==> config.mk <==
export PLATFORM = sky130hd
export DESIGN_NAME = interrupt_ack_control
export DESIGN_NICKNAME = d
export VERILOG_FILES = /design/src/rtl/interrupt_ack_control.sv
export SDC_FILE = /design/constraint.sdc
export NUM_CORES = 1
export LEC_CHECK = 0
export BUFFER_PORTS_ARGS = -buffer_cell sky130_fd_sc_hd__buf_2
export CAP_MARGIN = 20
export CORE_MARGIN = 2
export CORE_UTILIZATION = 45
export DETAILED_ROUTE_END_ITERATION = 7
export GPL_TIMING_DRIVEN = 0
export PLACE_DENSITY = 0.72
export SYNTH_ARGS = -nofsm -noshare
export SYNTH_HDL_FRONTEND = slang
export SYNTH_SLANG_ARGS = --single-unit
==> constraint.sdc <==
create_clock -name clk -period 2.45 [get_ports clk]
set_clock_uncertainty 0.05 [all_clocks]
set_input_delay 0.3675 -clock clk [delete_from_list [all_inputs] [get_ports clk]]
set_output_delay 0.3675 -clock clk [all_outputs]
set_load 0.03 [all_outputs]
==> src/rtl/interrupt_ack_control.sv <==
// In-service tracking and two-pulse INTA acknowledge for an 8-line interrupt controller.
// Owns the ISR, drives INT to the CPU and returns the vector byte on the second INTA.
module interrupt_ack_control #(
  parameter int NUM_IR = 8
) (
  input  logic       clk,
  input  logic       reset,
  input  logic [7:0] irq_pending,
  input  logic [2:0] highest_num,
  input  logic       inta_pulse,
  input  logic       eoi_valid,
  input  logic       eoi_specific,
  input  logic [2:0] eoi_level,
  input  logic       aeoi,
  input  logic [4:0] vector_base,
  output logic       int_out,
  output logic [7:0] isr,
  output logic [7:0] clear_irr,
  output logic [7:0] data_out,
  output logic       data_out_en
);

  typedef enum logic {IDLE = 1'b0, WAIT2 = 1'b1} state_t;

  state_t     state_reg, state_next;
  logic [2:0] level_reg, level_next;
  logic       spurious_reg, spurious_next;
  logic       int_next;
  logic [7:0] isr_next;
  logic [7:0] clear_irr_next;
  logic [7:0] data_out_next;
  logic       data_out_en_next;

  logic [3:0] lowest_isr;
  logic       req_ok;
  logic [7:0] eoi_clear;
  logic [7:0] isr_after_eoi;

  // Lowest set ISR bit is the highest-priority level in service; 8 means none.
  always_comb begin
    lowest_isr = 4'd8;
    for (int i = NUM_IR - 1; i >= 0; i--) begin
      if (isr[i]) lowest_isr = 4'(i);
    end
  end

  assign req_ok = (irq_pending != 8'h00) && ({1'b0, highest_num} < lowest_isr);

  // EOI target is always chosen from the pre-update ISR.
  always_comb begin
    eoi_clear = 8'h00;
    if (eoi_valid) begin
      if (eoi_specific)
        eoi_clear[eoi_level] = 1'b1;
      else if (lowest_isr != 4'd8)
        eoi_clear[lowest_isr[2:0]] = 1'b1;
    end
  end

  assign isr_after_eoi = isr & ~eoi_clear;

  always_comb begin
    state_next       = state_reg;
    level_next       = level_reg;
    spurious_next    = spurious_reg;
    int_next         = 1'b0;
    isr_next         = isr_after_eoi;
    clear_irr_next   = 8'h00;
    data_out_next    = data_out;
    data_out_en_next = 1'b0;

    case (state_reg)
      IDLE: begin
        int_next = req_ok;
        if (inta_pulse) begin
          int_next   = 1'b0;
          state_next = WAIT2;
          if (req_ok) begin
            level_next                = highest_num;
            isr_next[highest_num]     = 1'b1;
            clear_irr_next[highest_num] = 1'b1;
          end else begin
            level_next    = 3'd7;
            spurious_next = 1'b1;
          end
        end
      end
      WAIT2: begin
        if (inta_pulse) begin
          data_out_next    = {vector_base, level_reg};
          data_out_en_next = 1'b1;
          if (aeoi && !spurious_reg) isr_next[level_reg] = 1'b0;
          spurious_next = 1'b0;
          state_next    = IDLE;
        end
      end
      default: state_next = IDLE;
    endcase
  end

  always_ff @(posedge clk) begin
    if (reset) begin
      state_reg    <= IDLE;
      level_reg    <= 3'd0;
      spurious_reg <= 1'b0;
      int_out      <= 1'b0;
      isr          <= 8'h00;
      clear_irr    <= 8'h00;
      data_out     <= 8'h00;
      data_out_en  <= 1'b0;
    end else begin
      state_reg    <= state_next;
      level_reg    <= level_next;
      spurious_reg <= spurious_next;
      int_out      <= int_next;
      isr          <= isr_next;
      clear_irr    <= clear_irr_next;
      data_out     <= data_out_next;
      data_out_en  <= data_out_en_next;
    end
  end

endmodule

==> impl_metrics.toml, run 1 <==
[run_status]
outcome = "complete, no violations"

[synth]
total_nets_after_synthesis = 207
synth.yosys.seq_area_share = 0.394
synth-edff-count = 0
synthTopCellsByArea = "sky130_fd_sc_hd__dfxtp_1 (39%), sky130_fd_sc_hd__nor2_1 (6.2%), sky130_fd_sc_hd__mux2i_1 (5.1%), sky130_fd_sc_hd__ha_1 (4.8%), sky130_fd_sc_hd__o31ai_1 (4.3%)"
synth_top_flop_cell = "sky130_fd_sc_hd__dfxtp_1"
synth.avg_cell_area_um2 = 8.95
synthesis.instances = 176
synth_top_area_cell = "sky130_fd_sc_hd__dfxtp_1"
synth.most_common_cell = "sky130_fd_sc_hd__dfxtp_1"
synthesized_cell_area_um2 = 1580
ys_warn_count = 0
synth_largest_type_area_fraction = 0.394
synth_top_cells_by_count = "sky130_fd_sc_hd__dfxtp_1 (31), sky130_fd_sc_hd__nor2_1 (26), sky130_fd_sc_hd__nand2_1 (10)"
synth-seq-cells = 31
synth_cell_type_count = 45
ys_async_sr_fraction = 0

[place]
dpl_worst_slack_ps = 179
placed_cells = 271
placedInstanceArea_um2 = 1880
place.port_buffers = 49
place_congestion = 0.880
detailedPlacementHpwl_um = 2780

[timing]
post-route-period-util = 0.883
period_needed_ps = 2160
final-max-slew-violation-count = 0
worst_slack_ps = 285
whs_ps = 219
finalSetupViolCount = 0
rsz0062_at_grt = "false"
relSlewSlack = 0.630
final_hold_violation_count = 0
worstMarginPinSlew_ps = 554
fmax_mhz = 462
setup_tns_ps = 0

[min_path]
hold_path_end = "data_out[7]"
whs_path_depth = 3
min_path_type = "in -> reg"
timing.hold.worst.start = "vector_base[4]"

[routing]
dr.first_iter.drc_count = 68
detail_route.vias_per_cell = 5.40
antenna_violating_nets_post_route = 0
first_pass_iters = 4
drcViolationCount = 0
finalWirelength_um = 3590
routed_via_count = 1506
detail_route.wl_per_cell_um = 12.9

[cts]
worst_skew_pair.late_latency_ps = 330
clockBufferDepth = 2
cts.root.buffer_cell = "sky130_fd_sc_hd__clkbuf_4"
tritoncts_num_sinks = 31
cts_buffers = 5
post_cts_buffers = 0
tritoncts = "built"
clkSlewWorstSetupHoldPaths_ps = 90
htree_levels = 2

[layout]
largestRegisters = "clear_irr x8, data_out x8, isr x8"
syn_to_final_growth_pct = 24.7
design_area_um2 = 1960
instances_no_fill = 279
antennaDiodeCount = 0
ratio_of_cells_with_drive_above_1_in_the_final_layout = 0.305
fillers = 327
finalCoreUtilization = 0.589
fin_nets = 263

[power_and_ir_drop]
power.density_cell_area_nw_per_um2 = 579
power.ir.vdd_worst_v = 0.000457
report.power.total_mw = 1.14
p_leak_nw = 0.861

[setup_path]
cp_slowest_stage_delay_ps = 350
path_cells = "nor2_2 > nor3_2 > o31ai_1 > ha_1 > a21boi_0 > o211ai_1 > o21ai_2 > buf_6 > o31a_1"
setup.reg_to_reg.worst_slack_ps = 290
timing.rr.start = "isr[6]"
critical_path.startpoint_type = "flop"
timing.reg2reg.worst_path_depth = 9
timing.rr.end = "level_reg[0]"
cpMaxStageDelayCell = "sky130_fd_sc_hd__dfxtp_1"
critPathCaptureType = "flop"
timing.critical_path.fanout_max = 10
arrival_ps = 2320
worstPathRequired_ps = 2610
timing_worst_setup_path_type = "reg -> reg"

[global_route]
grt_pass1_vias = 1295
overflow = 0
grt_antenna_before_repair = 0
overall_global_routing_usage = 0.187
grt_start_max_net_pins = 11
wire_length_of_the_first_global_routing_pass_um = 5950

[floorplan]
floorplan.initialDensity = 0.472
rows = 21
dieHeight_um = 63.2
die_width_um = 63.2
boundaryPins = 51
dieArea_um2 = 3990
core_um2 = 3340

[job]
drv.max_cap_violation_count = 0
==> critical path: cells and delay by family (launching register included) <==
family / cells / cell delay, ps
flops: 1 / 350
fa+ha+maj: 1 / 270
compound gates: 5 / 930
buf+inv: 1 / 160
simple gates: 2 / 300
==> report_power, final <==
| group | total [mW] | switching (mW) | internal [mW] | leakage, nW |
|---|---|---|---|---|
| sequential | 0.550 | 0.0229 | 0.527 | 0.252 |
| clock | 0.331 | 0.162 | 0.169 | 0.0386 |
| combinational | 0.257 | 0.157 | 0.0999 | 0.570 |
==> layout by cell type (no fill, tap or decap), types with 3 or more instances in the layout <==
master                     netlist  final
sky130_fd_sc_hd__ha_1            6      6
sky130_fd_sc_hd__o311ai_0        3      3
sky130_fd_sc_hd__clkbuf_4        1      6
sky130_fd_sc_hd__nand2_1        10     10
sky130_fd_sc_hd__clkbuf_1        5      6
sky130_fd_sc_hd__inv_1           6      6
sky130_fd_sc_hd__nand2b_1        5      5
sky130_fd_sc_hd__nand3_1         4      4
sky130_fd_sc_hd__nor2b_1         4      4
sky130_fd_sc_hd__o21ai_0         3      3
sky130_fd_sc_hd__o31ai_1         9      7
sky130_fd_sc_hd__o31a_1          3      3
sky130_fd_sc_hd__nor3_1          9      8
sky130_fd_sc_hd__o211ai_1        3      3
sky130_fd_sc_hd__buf_2           0     49
sky130_fd_sc_hd__dfxtp_1        31     31
sky130_fd_sc_hd__nand4_1         3      3
sky130_fd_sc_hd__mux2i_1         8      8
sky130_fd_sc_hd__a21oi_1         3      3
sky130_fd_sc_hd__nor2_1         26     25
sky130_fd_sc_hd__nor4_1          5      5
==> repair_timing <==
| item | 4_1_cts | 5_1_grt |
|---|---|---|
| resized for setup | 0 | 4 |
| setup endpoints to repair | 0 | 6 |
| hold buffers | 0 | 0 |
==> cell families after synthesis <==
| family | after synthesis | synth area share |
|---|---|---|
| DFF | 31 | 0.394 |
| adders and majority gates | 6 | 0.0477 |
| AOI/OAI and AO/OA | 41 | 0.207 |
| buffers and inverters | 16 | 0.0540 |
| and+or+nand+nor | 74 | 0.247 |
| muxes | 8 | 0.0508 |
==> how the worst max path moves through the flow <==
| stage | start | to | cells past startpoint |
|---|---|---|---|
| CTS | isr[6] | isr[7] | 9 |
| global placement | isr[6] | isr[6] | 9 |
| detailed placement | isr[6] | isr[7] | 9 |
| global route | isr[6] | isr[7] | 9 |
| finish | isr[6] | level_reg[0] | 9 |
| floorplan | isr[7] | level_reg[0] | 9 |
==> routing by layer <==
| metal | track usage | routed length (um) |
|---|---|---|
| met1 | 0.249 | 1730 |
| met2 | 0.274 | 1590 |
| met3 | 0.0607 | 234 |
| met4 | 0.0833 | 40 |
| met5 | 0 | 0 |
==> layout make-up <==
class                      count  area [um^2]  area share
buffer                         9         58.8      0.0299
clock buffer                   8         68.8      0.0350
inverter                       7         26.3      0.0134
multi-input combinational    129          887       0.452
sequential                    31          621       0.316
tap                           46         57.6      0.0293
timing repair buffer          49          245       0.125
No activity file was read; power rests on OpenSTA's default activity.
==> run 2, diff against run 1 <==
--- a/config.mk
+++ b/config.mk
@@ -12,6 +12,7 @@
 export DETAILED_ROUTE_END_ITERATION = 7
 export GPL_TIMING_DRIVEN = 0
 export PLACE_DENSITY = 0.72
+export RECOVER_POWER = 25
 export SYNTH_ARGS = -nofsm -noshare
 export SYNTH_HDL_FRONTEND = slang
 export SYNTH_SLANG_ARGS = --single-unit
==> impl_metrics.toml, run 2 (same netlist as run 1, synthesis figures left out) <==
[run_status]
outcome = "complete, no violations"

[layout]
antennaDiodeCount = 0
largestRegisters = "clear_irr x8, data_out x8, isr x8"
syn_to_final_growth_pct = 23.7
ratio_of_cells_with_drive_above_1_in_the_final_layout = 0.249
finalCoreUtilization = 0.584
design_area_um2 = 1950
final-seq-area_um2 = 621
instances_no_fill = 279
multi_input_comb_area_um2 = 887
layout.cells.most_common_list = "sky130_fd_sc_hd__buf_2 (36), sky130_fd_sc_hd__dfxtp_1 (31), sky130_fd_sc_hd__nor2_1 (25)"
mostFrequentLayoutCell = "sky130_fd_sc_hd__buf_2"
fillers = 335
fin_nets = 263

[global_route]
overflow = 0
grt_antenna_before_repair = 0
wire_length_of_the_first_global_routing_pass_um = 5950
overall_global_routing_usage = 0.187
grt_pass1_vias = 1295
grt_start_max_net_pins = 11

[power_and_ir_drop]
power.ir.vdd_worst_v = 0.000457
power.density_cell_area_nw_per_um2 = 583
report.power.total_mw = 1.14
p_leak_nw = 0.805

[timing]
worst_slack_ps = 285
relSlewSlack = 0.631
final_hold_violation_count = 0
post-route-period-util = 0.883
worstMarginPinSlew_ps = 554
finalSetupViolCount = 0
fmax_mhz = 462
final-max-slew-violation-count = 0
rsz0062_at_grt = "false"
whs_ps = 219
period_needed_ps = 2160
setup_tns_ps = 0

[cts]
tritoncts = "built"
worst_skew_pair.late_latency_ps = 330
cts.root.buffer_cell = "sky130_fd_sc_hd__clkbuf_4"
htree_levels = 2
clockBufferDepth = 2
tritoncts_num_sinks = 31
cts_buffers = 5
clkSlewWorstSetupHoldPaths_ps = 90
post_cts_hold_fix_bufs = 0

[routing]
first_pass_iters = 4
antenna_violating_nets_post_route = 0
routed_via_count = 1507
dr.first_iter.drc_count = 68
detail_route.wl_per_cell_um = 12.9
finalWirelength_um = 3600
detail_route.vias_per_cell = 5.40
drcViolationCount = 0

[min_path]
timing.hold.worst.start = "vector_base[4]"
min_path_type = "in -> reg"
hold_path_end = "data_out[7]"
whs_path_depth = 3

[floorplan]
die_width_um = 63.2
rows = 21
floorplan.initialDensity = 0.472
dieHeight_um = 63.2
core_um2 = 3340
boundaryPins = 51
dieArea_um2 = 3990

[place]
placedInstanceArea_um2 = 1880
dpl_worst_slack_ps = 179
place.port_buffers = 49
placed_cells = 271
place_congestion = 0.880
detailedPlacementHpwl_um = 2780

[setup_path]
worstPathRequired_ps = 2610
timing.rr.end = "level_reg[0]"
setup.reg_to_reg.worst_slack_ps = 290
arrival_ps = 2320
critical_path.startpoint_type = "flop"
timing.rr.start = "isr[6]"
timing_worst_setup_path_type = "reg -> reg"
critPathCaptureType = "flop"
timing.critical_path.fanout_max = 10
timing.reg2reg.worst_path_depth = 9

[job]
drv.max_cap_violation_count = 0
-- run 2: cell count changes in the layout (fill, tap and decap cells not counted), sizes merged --
cell,delta
clkbuf,+13
buf,-13
-- run 2: final cells by class --
class                           instances  area share
Timing Repair Buffer                   49       0.118
Multi-Input combinational cell        129       0.455
Buffer                                  9      0.0302
Sequential cell                        31       0.319
Inverter                                7      0.0135
Clock buffer                            8      0.0353
Tap cell                               46      0.0295
-- run 2: metal layers --
layer | GRT usage | vias up | share of wire
met5 | 0 | - | 0
met4 | 0.0833 | 0 | 0.011
met3 | 0.0607 | 5 | 0.067
met2 | 0.274 | 49 | 0.44
met1 | 0.249 | 682 | 0.48
li1 | - | 771 | -
-- run 2: worst max-delay path: stages, from the launching register on --
cell and delay (ps):
sky130_fd_sc_hd__dfxtp_1 350, sky130_fd_sc_hd__nor2_2 220, sky130_fd_sc_hd__nor3_2 80, sky130_fd_sc_hd__o31ai_1 230
sky130_fd_sc_hd__ha_1 270, sky130_fd_sc_hd__a21boi_0 120, sky130_fd_sc_hd__o211ai_1 210, sky130_fd_sc_hd__o21ai_2 120
sky130_fd_sc_hd__buf_6 160, sky130_fd_sc_hd__o31a_1 250
-- run 2: where the power goes --
group	leakage, nW	switching, mW	total (mW)	internal (mW)
Sequential	0.252	0.0230	0.550	0.527
Clock	0.0386	0.162	0.331	0.169
Combinational	0.514	0.157	0.255	0.0980
Total	0.805	0.342	1.14	0.794
-- run 2: repair_timing --
| action | in CTS | in global routing |
|---|---|---|
| resized for setup | 0 | 4 |
| hold endpoints to repair | 0 | 0 |
| endpoints found under the setup margin | 0 | 6 |
| setup buffers | 0 | 0 |
-- run 2: how the worst max path moves through the flow --
stage                 from            to  cells after the start
CTS                 isr[6]        isr[7]                      9
floorplan           isr[7]  level_reg[0]                      9
detailed placement  isr[6]        isr[7]                      9
finish              isr[6]  level_reg[0]                      9
global placement    isr[6]        isr[6]                      9
global route        isr[6]        isr[7]                      9
==> run 3, diff against run 2 <==
--- a/config.mk
+++ b/config.mk
@@ -8,10 +8,10 @@
 export BUFFER_PORTS_ARGS = -buffer_cell sky130_fd_sc_hd__buf_2
 export CAP_MARGIN = 20
 export CORE_MARGIN = 2
-export CORE_UTILIZATION = 45
+export CORE_UTILIZATION = 50
 export DETAILED_ROUTE_END_ITERATION = 7
 export GPL_TIMING_DRIVEN = 0
-export PLACE_DENSITY = 0.72
+export PLACE_DENSITY = 0.79
 export RECOVER_POWER = 25
 export SYNTH_ARGS = -nofsm -noshare
 export SYNTH_HDL_FRONTEND = slang
==> impl_metrics.toml, run 3 (same netlist as run 1, synthesis figures left out) <==
[min_path]
whs_path_depth = 2
min_path_type = "in -> reg"
timing.hold.worst.start = "highest_num[0]"
hold_path_end = "clear_irr[2]"

[setup_path]
crit_cells = 9
timing.critical_path.buf_inv = 1
timing.reg2reg.worst_path_depth = 9
kind_of_cell_adding_the_most_delay_to_the_critical_path = "compound AO/OA/AOI/OAI gates"
timing.critical_path.fanout_max = 10
worstPathRequired_ps = 2640
timing.rr.end = "isr[1]"
path_cells = "nor2_2 > nor3_1 > o31ai_1 > ha_1 > a21boi_0 > o211ai_1 > o21ai_2 > buf_6 > o41ai_2"
critical_path.startpoint_type = "flop"
critPathCaptureType = "flop"
cpMaxStageDelayCell = "sky130_fd_sc_hd__dfxtp_1"
cp_slowest_stage_delay_ps = 410
timing_worst_setup_path_type = "reg -> reg"
setup.reg_to_reg.worst_slack_ps = 250
timing.rr.start = "isr[7]"
arrival_ps = 2390

[layout]
layout.cells.most_common_list = "sky130_fd_sc_hd__buf_2 (36), sky130_fd_sc_hd__dfxtp_1 (31), sky130_fd_sc_hd__nor2_1 (25)"
fillers = 281
mostFrequentLayoutCell = "sky130_fd_sc_hd__buf_2"
ratio_of_cells_with_drive_above_1_in_the_final_layout = 0.240
antennaDiodeCount = 0
largestRegisters = "clear_irr x8, data_out x8, isr x8"
syn_to_final_growth_pct = 22.8
fin_nets = 263

[cts]
cts.root.buffer_cell = "sky130_fd_sc_hd__clkbuf_4"
worst_skew_pair.late_latency_ps = 340
tritoncts_num_sinks = 31
post_cts_hold_fix_bufs = 0
cts_buffers = 5
clockBufferDepth = 2
clkSlewWorstSetupHoldPaths_ps = 100
tritoncts = "built"
htree_levels = 2

[timing]
final-max-slew-violation-count = 0
relSlewSlack = 0.620
worstMarginPinSlew_ps = 571
post-route-period-util = 0.898
fmax_mhz = 454
worst_slack_ps = 249
finalSetupViolCount = 0
rsz0062_at_grt = "false"
period_needed_ps = 2200
setup_tns_ps = 0
whs_ps = 211
final_hold_violation_count = 0

[power_and_ir_drop]
p_leak_nw = 0.795
report.power.total_mw = 1.15
power.ir.vdd_worst_v = 0.000337
power.density_cell_area_nw_per_um2 = 596

[global_route]
grt_antenna_before_repair = 0
grt_start_max_net_pins = 11
wire_length_of_the_first_global_routing_pass_um = 5980
grt_pass1_vias = 1333
overall_global_routing_usage = 0.223
overflow = 0

[routing]
drcViolationCount = 0
detail_route.wl_per_cell_um = 13.1
antenna_violating_nets_post_route = 0
finalWirelength_um = 3620
dr.first_iter.drc_count = 70
routed_via_count = 1506
detail_route.vias_per_cell = 5.44
first_pass_iters = 4

[job]
drv.max_cap_violation_count = 0

[place]
place_congestion = 0.909
detailedPlacementHpwl_um = 2690
place.port_buffers = 49
dpl_worst_slack_ps = 236

[floorplan]
boundaryPins = 51
die_width_um = 60.1
dieHeight_um = 60.1
dieArea_um2 = 3620
core_um2 = 3030
floorplan.initialDensity = 0.520
rows = 20

[run_status]
outcome = "complete, no violations"
[run 3: repair_timing]
item,CTS,global route
setup buffers,0,0
resized for setup,0,1
setup endpoints to repair,0,2
[run 3: layer usage]
layer / vias up / track usage / share of wire
li1: 768 / - / -
met4: 0 / 0.0762 / 0.0094
met2: 61 / 0.346 / 0.46
met1: 672 / 0.296 / 0.46
met3: 5 / 0.0649 / 0.079
met5: - / 0 / 0
[run 3: worst max-delay path by stage]
stage,from,end,slack (ps)
2_1_floorplan,isr[7],level_reg[0],240
3_3_place_gp,isr[6],isr[5],260
3_5_place_dp,isr[6],isr[1],240
4_1_cts,isr[6],isr[1],200
5_1_grt,isr[7],isr[7],60
6_report,isr[7],isr[1],250
[run 3: final cells by class]
cell class                      count  area [um^2]  area share
Buffer                              9         58.8      0.0304
Clock buffer                        7         65.1      0.0336
Tap cell                           44         55.1      0.0285
Timing Repair Buffer               49          229       0.118
Sequential cell                    31          621       0.321
Clock inverter                      1         7.51     0.00388
Inverter                            7         26.3      0.0136
Multi-Input combinational cell    129          872       0.451
[run 3: through the flow]
| step | utilization | std cells | cell area, um^2 |
|---|---|---|---|
| 4_1_cts | 0.643 | 277 | 1950 |
| 3_5_place_dp | 0.619 | 269 | 1880 |
| 3_3_place_gp | 0.619 | 269 | 1880 |
| 5_1_grt | 0.639 | 277 | 1930 |
| 6_report | 0.639 | 277 | 1930 |
| 2_1_floorplan | - | 176 | 1580 |
[run 3: power by group]
group	leakage [nW]	internal, mW	switching [mW]	total (mW)
Combinational	0.505	0.0977	0.155	0.253
Sequential	0.252	0.527	0.0236	0.551
Clock	0.0375	0.168	0.181	0.349
Total	0.795	0.793	0.360	1.15
